**src/rtl/slave_xspi_ctrl_if.sv**
```systemverilog
`default_nettype none
// ============================================================================
// Module   : slave_xspi_ctrl_if
// Brief    : PHY-side and memory-side signal bundle of the xSPI slave controller
// Revision : 1.0
// ============================================================================
interface slave_xspi_ctrl_if;
  logic        cs_in;
  logic [1:0]  mode_sel;
  logic [15:0] phy_data;
  logic [15:0] io_out;
  logic        rd_en;
  logic        ds_out;
  logic        sdr_en;
  logic        ddr_1_en;
  logic        ddr_2_en;
  logic [31:0] mem_addr;
  logic        mem_rd_req;
  logic [15:0] mem_rdata;
  logic        mem_wr_en;
  logic [15:0] mem_wdata;
  logic        cmd_err;

  modport master (
    output cs_in, mode_sel, phy_data, mem_rdata,
    input  io_out, rd_en, ds_out, sdr_en, ddr_1_en, ddr_2_en,
    input  mem_addr, mem_rd_req, mem_wr_en, mem_wdata, cmd_err
  );

  modport slave (
    input  cs_in, mode_sel, phy_data, mem_rdata,
    output io_out, rd_en, ds_out, sdr_en, ddr_1_en, ddr_2_en,
    output mem_addr, mem_rd_req, mem_wr_en, mem_wdata, cmd_err
  );
endinterface
`default_nettype wire

```
**src/rtl/slave_xspi_ctrl.sv**
```systemverilog
`default_nettype none
// ============================================================================
// Module   : slave_xspi_ctrl
// Brief    : xSPI slave protocol engine bridging PHY words to a word memory port
// Revision : 1.0
// ============================================================================
module slave_xspi_ctrl #(
  parameter int         DUMMY_CYCLES = 8,
  parameter logic [7:0] OP_READ      = 8'h0B,
  parameter logic [7:0] OP_WRITE     = 8'h02
) (
  input  logic             clk,
  input  logic             reset,
  slave_xspi_ctrl_if.slave bus
);

  localparam logic [2:0] c_st_idle   = 3'd0;
  localparam logic [2:0] c_st_cmd    = 3'd1;
  localparam logic [2:0] c_st_addr   = 3'd2;
  localparam logic [2:0] c_st_dummy  = 3'd3;
  localparam logic [2:0] c_st_rdata  = 3'd4;
  localparam logic [2:0] c_st_wdata  = 3'd5;
  localparam logic [2:0] c_st_ignore = 3'd6;

  localparam logic [4:0] c_dummy_last = 5'(DUMMY_CYCLES - 1);
  localparam logic [4:0] c_dummy_req  = 5'(DUMMY_CYCLES - 2);

  logic [2:0]  r_state, w_state_next;
  logic [4:0]  r_cnt, w_cnt_next;
  logic        r_is_read, w_is_read_next;
  logic [15:0] r_sh, w_sh_next;
  logic [31:0] r_addr, w_addr_next;
  logic [15:0] r_tx, w_tx_next;
  logic [15:0] r_io, w_io_next;
  logic        r_rd_en, w_rd_en_next;
  logic        r_ds, w_ds_next;
  logic        r_sdr, w_sdr_next;
  logic        r_ddr1, w_ddr1_next;
  logic        r_ddr2, w_ddr2_next;
  logic [31:0] r_mem_addr, w_mem_addr_next;
  logic        r_rd_req, w_rd_req_next;
  logic        r_wr_en, w_wr_en_next;
  logic [15:0] r_wdata, w_wdata_next;
  logic        r_cmd_err, w_cmd_err_next;

  logic        w_ddr;
  logic        w_bit;
  logic [7:0]  w_opcode;
  logic        w_cmd_valid;
  logic        w_last;
  logic [15:0] w_word;

  assign w_ddr       = r_ddr1 | r_ddr2;
  assign w_bit       = bus.phy_data[0];
  assign w_opcode    = w_ddr ? bus.phy_data[15:8] : {r_sh[6:0], w_bit};
  assign w_cmd_valid = (!w_ddr || (bus.phy_data[7:0] == ~bus.phy_data[15:8])) &&
                       ((w_opcode == OP_READ) || (w_opcode == OP_WRITE));

  // Marks the edge that completes the current phase (command, address, dummy or data word)
  always_comb begin
    w_last = 1'b0;
    case (r_state)
      c_st_cmd:   w_last = w_ddr || (r_cnt == 5'd7);
      c_st_addr:  w_last = w_ddr ? (r_cnt == 5'd1) : (r_cnt == 5'd31);
      c_st_dummy: w_last = (r_cnt == c_dummy_last);
      c_st_rdata,
      c_st_wdata: w_last = w_ddr || (r_cnt[3:0] == 4'd15);
      default:    w_last = 1'b0;
    endcase
  end

  always_ff @(posedge clk or posedge reset) begin
    if (reset) begin
      r_state <= c_st_idle;
      r_cnt   <= 5'd0;
    end else begin
      r_state <= w_state_next;
      r_cnt   <= w_cnt_next;
    end
  end

  always_comb begin
    w_state_next = r_state;
    if (bus.cs_in) begin
      w_state_next = c_st_idle;
    end else begin
      case (r_state)
        c_st_idle:  w_state_next = c_st_cmd;
        c_st_cmd:   if (w_last) w_state_next = w_cmd_valid ? c_st_addr : c_st_ignore;
        c_st_addr:  if (w_last) w_state_next = r_is_read ? c_st_dummy : c_st_wdata;
        c_st_dummy: if (w_last) w_state_next = c_st_rdata;
        default:    w_state_next = r_state;
      endcase
    end
    w_cnt_next = (w_state_next != r_state) ? 5'd0 : r_cnt + 5'd1;
  end

  always_comb begin
    w_word          = w_ddr ? bus.phy_data : {r_sh[14:0], w_bit};
    w_sh_next       = r_sh;
    w_addr_next     = r_addr;
    w_tx_next       = r_tx;
    w_is_read_next  = r_is_read;
    w_io_next       = 16'd0;
    w_rd_en_next    = 1'b0;
    w_ds_next       = 1'b0;
    w_sdr_next      = r_sdr;
    w_ddr1_next     = r_ddr1;
    w_ddr2_next     = r_ddr2;
    w_mem_addr_next = r_mem_addr;
    w_rd_req_next   = 1'b0;
    w_wr_en_next    = 1'b0;
    w_wdata_next    = r_wdata;
    w_cmd_err_next  = 1'b0;
    if (bus.cs_in) begin
      w_sdr_next  = 1'b1;
      w_ddr1_next = 1'b0;
      w_ddr2_next = 1'b0;
    end else begin
      case (r_state)
        c_st_idle: begin
          w_sdr_next  = (bus.mode_sel == 2'b00) || (bus.mode_sel == 2'b11);
          w_ddr1_next = (bus.mode_sel == 2'b01);
          w_ddr2_next = (bus.mode_sel == 2'b10);
        end
        c_st_cmd: begin
          w_sh_next = {r_sh[14:0], w_bit};
          if (w_last) begin
            w_is_read_next = (w_opcode == OP_READ);
            w_cmd_err_next = !w_cmd_valid;
          end
        end
        c_st_addr: begin
          w_addr_next = w_ddr ? {r_addr[15:0], bus.phy_data} : {r_addr[30:0], w_bit};
        end
        c_st_dummy, c_st_rdata: begin
          if (r_state == c_st_rdata || w_last) begin
            w_rd_en_next = 1'b1;
            w_ds_next    = 1'b1;
          end
          // A fresh memory word is taken at dummy end, every DDR beat and after SDR bit 15
          if (w_last) begin
            w_tx_next = bus.mem_rdata;
            w_io_next = w_ddr ? bus.mem_rdata : {14'd0, bus.mem_rdata[15], 1'b0};
          end else if (r_state == c_st_rdata) begin
            w_tx_next = {r_tx[14:0], 1'b0};
            w_io_next = {14'd0, r_tx[14], 1'b0};
          end
        end
        c_st_wdata: begin
          w_sh_next = {r_sh[14:0], w_bit};
          if (w_last) begin
            w_wr_en_next    = 1'b1;
            w_wdata_next    = w_word;
            w_mem_addr_next = r_addr;
            w_addr_next     = r_addr + 32'd1;
          end
        end
        default: ;
      endcase
      // Requests lead their data by one clock; DDR keeps one in flight every beat
      if ((w_state_next == c_st_dummy &&
           (w_cnt_next == c_dummy_req || (w_ddr && w_cnt_next > c_dummy_req))) ||
          (w_state_next == c_st_rdata && (w_ddr || w_cnt_next[3:0] == 4'd14))) begin
        w_rd_req_next   = 1'b1;
        w_mem_addr_next = w_addr_next;
        w_addr_next     = w_addr_next + 32'd1;
      end
    end
  end

  always_ff @(posedge clk or posedge reset) begin
    if (reset) begin
      r_is_read  <= 1'b0;
      r_sh       <= 16'd0;
      r_addr     <= 32'd0;
      r_tx       <= 16'd0;
      r_io       <= 16'd0;
      r_rd_en    <= 1'b0;
      r_ds       <= 1'b0;
      r_sdr      <= 1'b1;
      r_ddr1     <= 1'b0;
      r_ddr2     <= 1'b0;
      r_mem_addr <= 32'd0;
      r_rd_req   <= 1'b0;
      r_wr_en    <= 1'b0;
      r_wdata    <= 16'd0;
      r_cmd_err  <= 1'b0;
    end else begin
      r_is_read  <= w_is_read_next;
      r_sh       <= w_sh_next;
      r_addr     <= w_addr_next;
      r_tx       <= w_tx_next;
      r_io       <= w_io_next;
      r_rd_en    <= w_rd_en_next;
      r_ds       <= w_ds_next;
      r_sdr      <= w_sdr_next;
      r_ddr1     <= w_ddr1_next;
      r_ddr2     <= w_ddr2_next;
      r_mem_addr <= w_mem_addr_next;
      r_rd_req   <= w_rd_req_next;
      r_wr_en    <= w_wr_en_next;
      r_wdata    <= w_wdata_next;
      r_cmd_err  <= w_cmd_err_next;
    end
  end

  assign bus.io_out     = r_io;
  assign bus.rd_en      = r_rd_en;
  assign bus.ds_out     = r_ds;
  assign bus.sdr_en     = r_sdr;
  assign bus.ddr_1_en   = r_ddr1;
  assign bus.ddr_2_en   = r_ddr2;
  assign bus.mem_addr   = r_mem_addr;
  assign bus.mem_rd_req = r_rd_req;
  assign bus.mem_wr_en  = r_wr_en;
  assign bus.mem_wdata  = r_wdata;
  assign bus.cmd_err    = r_cmd_err;

endmodule
`default_nettype wire

```
**src/flat_wrapper.sv**
```systemverilog
// flat-port wrapper written by rule: the top's interface ports become plain ports
module slave_xspi_ctrl_flat 
#(
  parameter int         DUMMY_CYCLES = 8,
  parameter logic [7:0] OP_READ      = 8'h0B,
  parameter logic [7:0] OP_WRITE     = 8'h02
)
  (clk, reset, bus_cs_in, bus_mode_sel, bus_phy_data, bus_mem_rdata, bus_io_out, bus_rd_en, bus_ds_out, bus_sdr_en, bus_ddr_1_en, bus_ddr_2_en, bus_mem_addr, bus_mem_rd_req, bus_mem_wr_en, bus_mem_wdata, bus_cmd_err);
  slave_xspi_ctrl_if bus_i ();
  input  logic clk;
  input  logic reset;
  input wire logic [$bits(bus_i.cs_in)-1:0] bus_cs_in;
  input wire logic [$bits(bus_i.mode_sel)-1:0] bus_mode_sel;
  input wire logic [$bits(bus_i.phy_data)-1:0] bus_phy_data;
  input wire logic [$bits(bus_i.mem_rdata)-1:0] bus_mem_rdata;
  output wire logic [$bits(bus_i.io_out)-1:0] bus_io_out;
  output wire logic [$bits(bus_i.rd_en)-1:0] bus_rd_en;
  output wire logic [$bits(bus_i.ds_out)-1:0] bus_ds_out;
  output wire logic [$bits(bus_i.sdr_en)-1:0] bus_sdr_en;
  output wire logic [$bits(bus_i.ddr_1_en)-1:0] bus_ddr_1_en;
  output wire logic [$bits(bus_i.ddr_2_en)-1:0] bus_ddr_2_en;
  output wire logic [$bits(bus_i.mem_addr)-1:0] bus_mem_addr;
  output wire logic [$bits(bus_i.mem_rd_req)-1:0] bus_mem_rd_req;
  output wire logic [$bits(bus_i.mem_wr_en)-1:0] bus_mem_wr_en;
  output wire logic [$bits(bus_i.mem_wdata)-1:0] bus_mem_wdata;
  output wire logic [$bits(bus_i.cmd_err)-1:0] bus_cmd_err;
  assign bus_i.cs_in = bus_cs_in;
  assign bus_i.mode_sel = bus_mode_sel;
  assign bus_i.phy_data = bus_phy_data;
  assign bus_i.mem_rdata = bus_mem_rdata;
  assign bus_io_out = bus_i.io_out;
  assign bus_rd_en = bus_i.rd_en;
  assign bus_ds_out = bus_i.ds_out;
  assign bus_sdr_en = bus_i.sdr_en;
  assign bus_ddr_1_en = bus_i.ddr_1_en;
  assign bus_ddr_2_en = bus_i.ddr_2_en;
  assign bus_mem_addr = bus_i.mem_addr;
  assign bus_mem_rd_req = bus_i.mem_rd_req;
  assign bus_mem_wr_en = bus_i.mem_wr_en;
  assign bus_mem_wdata = bus_i.mem_wdata;
  assign bus_cmd_err = bus_i.cmd_err;
  slave_xspi_ctrl #(.DUMMY_CYCLES(DUMMY_CYCLES), .OP_READ(OP_READ), .OP_WRITE(OP_WRITE)) u_core (.clk(clk), .reset(reset), .bus(bus_i));
endmodule
```
**config.mk**
```make
export PLATFORM = sky130hd
export DESIGN_NAME = slave_xspi_ctrl_flat
export DESIGN_NICKNAME = d
export VERILOG_FILES = /design/src/rtl/slave_xspi_ctrl_if.sv /design/src/rtl/slave_xspi_ctrl.sv /design/src/flat_wrapper.sv
export SDC_FILE = /design/constraint.sdc
export NUM_CORES = 1
export LEC_CHECK = 0
export BUFFER_PORTS_ARGS = -buffer_cell sky130_fd_sc_hd__buf_2
export CORE_UTILIZATION = 46
export DETAILED_ROUTE_END_ITERATION = 6
export PLACE_DENSITY = 0.63
export SKIP_CTS_REPAIR_TIMING = 1
export SYNTH_ARGS = -nofsm -noshare
export SYNTH_HDL_FRONTEND = slang
export SYNTH_SLANG_ARGS = --single-unit
```
**constraint.sdc**
```tcl
create_clock -name clk -period 5.3 [get_ports clk]
set_input_delay 1.06 -clock clk [delete_from_list [all_inputs] [get_ports clk]]
set_output_delay 1.06 -clock clk [all_outputs]
set_load 0.01 [all_outputs]
```
==> results.yml <==
route:
  drcViolationCount: 15
  drt-wirelength-per-cell_um: 19.2
  drtPass1Iterations: 7
  vias_per_cell: 5.95
  first_iter_violations: 781
  wl_um: 24300
  num_vias: 7533
  ant_nets: 0
sta:
  tightest_slew_ns: 0.880
  maxSlewViolCount: 0
  hold_viol_final: 0
  fin_skew_ns: 0.00925
  setup-violations-final: 0
  fmaxAchievable_ghz: 0.227
  period_needed_ns: 4.40
  relSlewSlack_pct: 41.0
  fin_tns_setup_ns: 0
  period_share_pct: 83.0
  rsz0062_at_grt: "no"
  setup_ws_ns: 0.902
grt:
  grt_pass1_vias: 7089
  grt_pass1_wl_um: 39100
  overflow: 0
  track_usage_pct: 25.9
  antenna_found_initial: 0
  grt_max_degree: 67
job:
  drv_cap: 0
placement:
  globalplace.congestion: 0.966
  dp_worst_setup_slack_ns: 1.01
  dpl.hpwl_um: 17400
  port_buffers: 108
  place_area_um2: 9240
logic_synthesis:
  syn_area_um2: 8610
  seq_area_frac_synth_pct: 41.3
  synth_edf_count: 0
  synthFlopType: "dfrtp_1"
  ys_warn_count: 0
  syn_inst: 954
  syn-num-nets: 996
  ys_seq_elements: 142
  syn_area_per_cell_um2: 9.02
  synth_top_area_share_pct: 41.0
  yosysTopAreaCell: "dfrtp_1"
  synth_area_leaders: "dfrtp_1, mux2_2, nand2_1, o21ai_0, a21oi_1"
  yosysUniqueCellTypes: 85
  async_reset_ff_share_pct: 100
power:
  power_density_nw_per_um2: 358
  p_int_uw: 2270
  p_comb_share_pct: 22.4
  sequentialPowerShare_pct: 43.4
  ir_drop_mv: 0.240
  leakagePower_uw: 0.00445
  p_total_uw: 3520
  switching_share_pct: 35.5
  clockPowerShare_pct: 34.2
  power_switching_uw: 1250
critical_path:
  setup.worst_path.start: "u_core.bus.ddr_1_en"
  critPathTopFamily: "simple AND/OR/NAND/NOR gates"
  cp_cell_sequence: "or2_1, buf_4, nand3_1, a21o_1, a31oi_1, or4_1, o22ai_2, and4_1, buf_4, and4_1, a21oi_1, o31ai_1"
  r2r_slack_ns: 0.90
  path_buf_inv: 2
  crit_path_max_incr_delay_ns: 0.57
  cp.arrival_ns: 4.74
  start_kind: "register"
  worstRegToRegCells: 12
  cp-end-kind: "register"
  worstPathMaxFanout: 15
  slowest_stage: "or4_1"
  r2r_start: "u_core.bus.ddr_1_en"
  r2r-end: "u_core.r_addr[29]"
  worstPathRequired_ns: 5.64
  crit_type: "register to register"
cells_and_area:
  drive_above_1_share_pct: 22.5
  diodes: 0
  syn_to_final_growth_pct: 14.1
  mostFrequentLayoutCells: "dfrtp_1, nand2_1, buf_2, nor2_1, o21ai_0"
  final_nets: 1065
  nFillCells: 1688
  layout_commonest_cell: "dfrtp_1"
  stdcell_area_um2: 9820
clock_network:
  cts_tree: "yes"
  clockRootBuffer: "clkbuf_16"
  clkTransAtPathRegs_ns: 0.07
  cts_made_buffers: 17
  cts_max_path_buffers: 2
  clk_latency_ns: 0.44
  clock_sinks: 142
  cts_max_level: 4
hold_path:
  hold_start: "u_core.r_tx[0]"
  whs_endpoint: "u_core.r_tx[0]"
  hold_path_depth: 1
  min_path_type: "register to register"
die:
  dieArea_um2: 19300
  core_um2: 18100
  die_h_um: 139
  start_util_pct: 47.4
  rows: 49
  dieWidth_um: 139
  ios: 109
outcome:
  status: "finished, violations left"
  violations: "DRC"
[stage by stage]
step / util [%] / hold WS [ns] / cells
after floorplan: - / 0.450 / 954
after global placement: 50.9 / 0.463 / 1233
after detailed placement: 50.9 / 0.467 / 1233
after CTS: 54.1 / 0.481 / 1265
after global routing: 54.1 / 0.510 / 1265
final: 54.1 / 0.478 / 1265
[worst max-delay path by stage]
| stage | endpoint | depth (start not counted) |
|---|---|---|
| finish | u_core.r_addr[29] | 12 |
| global route | u_core.r_addr[31] | 11 |
| CTS | u_core.r_addr[29] | 12 |
| detailed placement | u_core.r_addr[29] | 12 |
| global placement | u_core.r_addr[23] | 12 |
| floorplan | u_core.bus.cmd_err | 1 |
[power groups by stage]
stage	Sequential, µW	Clock (µW)	Combinational [µW]
floorplan	1390	0	673
global placement	1530	0	776
detailed placement	1540	0	783
CTS	1520	1220	790
global route	1550	1270	879
finish	1530	1200	790
[final cells by class]
cell class / instances / area, µm² / area share (%)
clock buffers: 18 / 439 / 4.47
clock inverters: 14 / 145 / 1.48
well taps: 229 / 287 / 2.92
flip-flops and latches: 142 / 3550 / 36.2
multi-input cells: 718 / 4650 / 47.3
inverters: 18 / 72.6 / 0.739
repair buffers: 126 / 676 / 6.88
[kinds of logic (layout without fill, tap and decap cells)]
kind of cell / Yosys count / after routing / share of synthesized area [%]
AND/OR/NAND/NOR: 356 / 356 / 20.6
buffers and inverters: 94 / 176 / 4.78
flip-flops: 142 / 142 / 41.3
adder cells (fa/ha/maj): 5 / 5 / 0.727
AO/OA/AOI/OAI: 245 / 245 / 19.3
XOR/XNOR: 33 / 33 / 3.36
multiplexers: 79 / 79 / 9.90
[flip-flops by register name, summed over array words and instances (netlist names)]
| register | cells |
|---|---|
| u_core.bus.io_out | 16 |
| u_core.bus.mem_addr | 32 |
| u_core.r_sh | 15 |
| u_core.r_tx | 15 |
| u_core.bus.ds_out | 1 |
| u_core.r_is_read | 1 |
| u_core.r_state | 3 |
| u_core.bus.mem_wr_en | 1 |
| u_core.bus.sdr_en | 1 |
| u_core.r_addr | 32 |
| u_core.bus.ddr_2_en | 1 |
| u_core.bus.ddr_1_en | 1 |
| u_core.bus.mem_rd_req | 1 |
| u_core.r_cnt | 5 |
| u_core.bus.mem_wdata | 16 |
| u_core.bus.cmd_err | 1 |
[routing by layer]
layer / vias to the layer above / share of wire (%) / GRT usage [%]
met2: 301 / 45 / 39.6
li1: 3583 / - / -
met1: 3606 / 46 / 36.2
met3: 43 / 6.3 / 5.01
met4: 0 / 2.6 / 10.2
met5: - / 0 / 0
[cells in the mapped netlist (13+ instances only)]
library cell,count
nor2_1,64
o211ai_1,13
buf_2,29
mux2_2,48
nand2_1,133
o21ai_0,62
nand3_1,29
xor2_1,15
xnor2_1,18
inv_1,18
clkbuf_1,41
dfrtp_1,141
and2_1,23
nand4_1,15
nor3_1,19
a21oi_1,61
mux2i_1,30
[worst reg2reg max path: stages (launching register included)]
cell and delay (ns):
dfrtp_1 0.55, or2_1 0.30, buf_4 0.19, nand3_1 0.22
a21o_1 0.44, a31oi_1 0.34, or4_1 0.57, o22ai_2 0.37
and4_1 0.48, buf_4 0.23, and4_1 0.28, a21oi_1 0.09
o31ai_1 0.24
No activity file was read; power rests on OpenSTA's default activity.
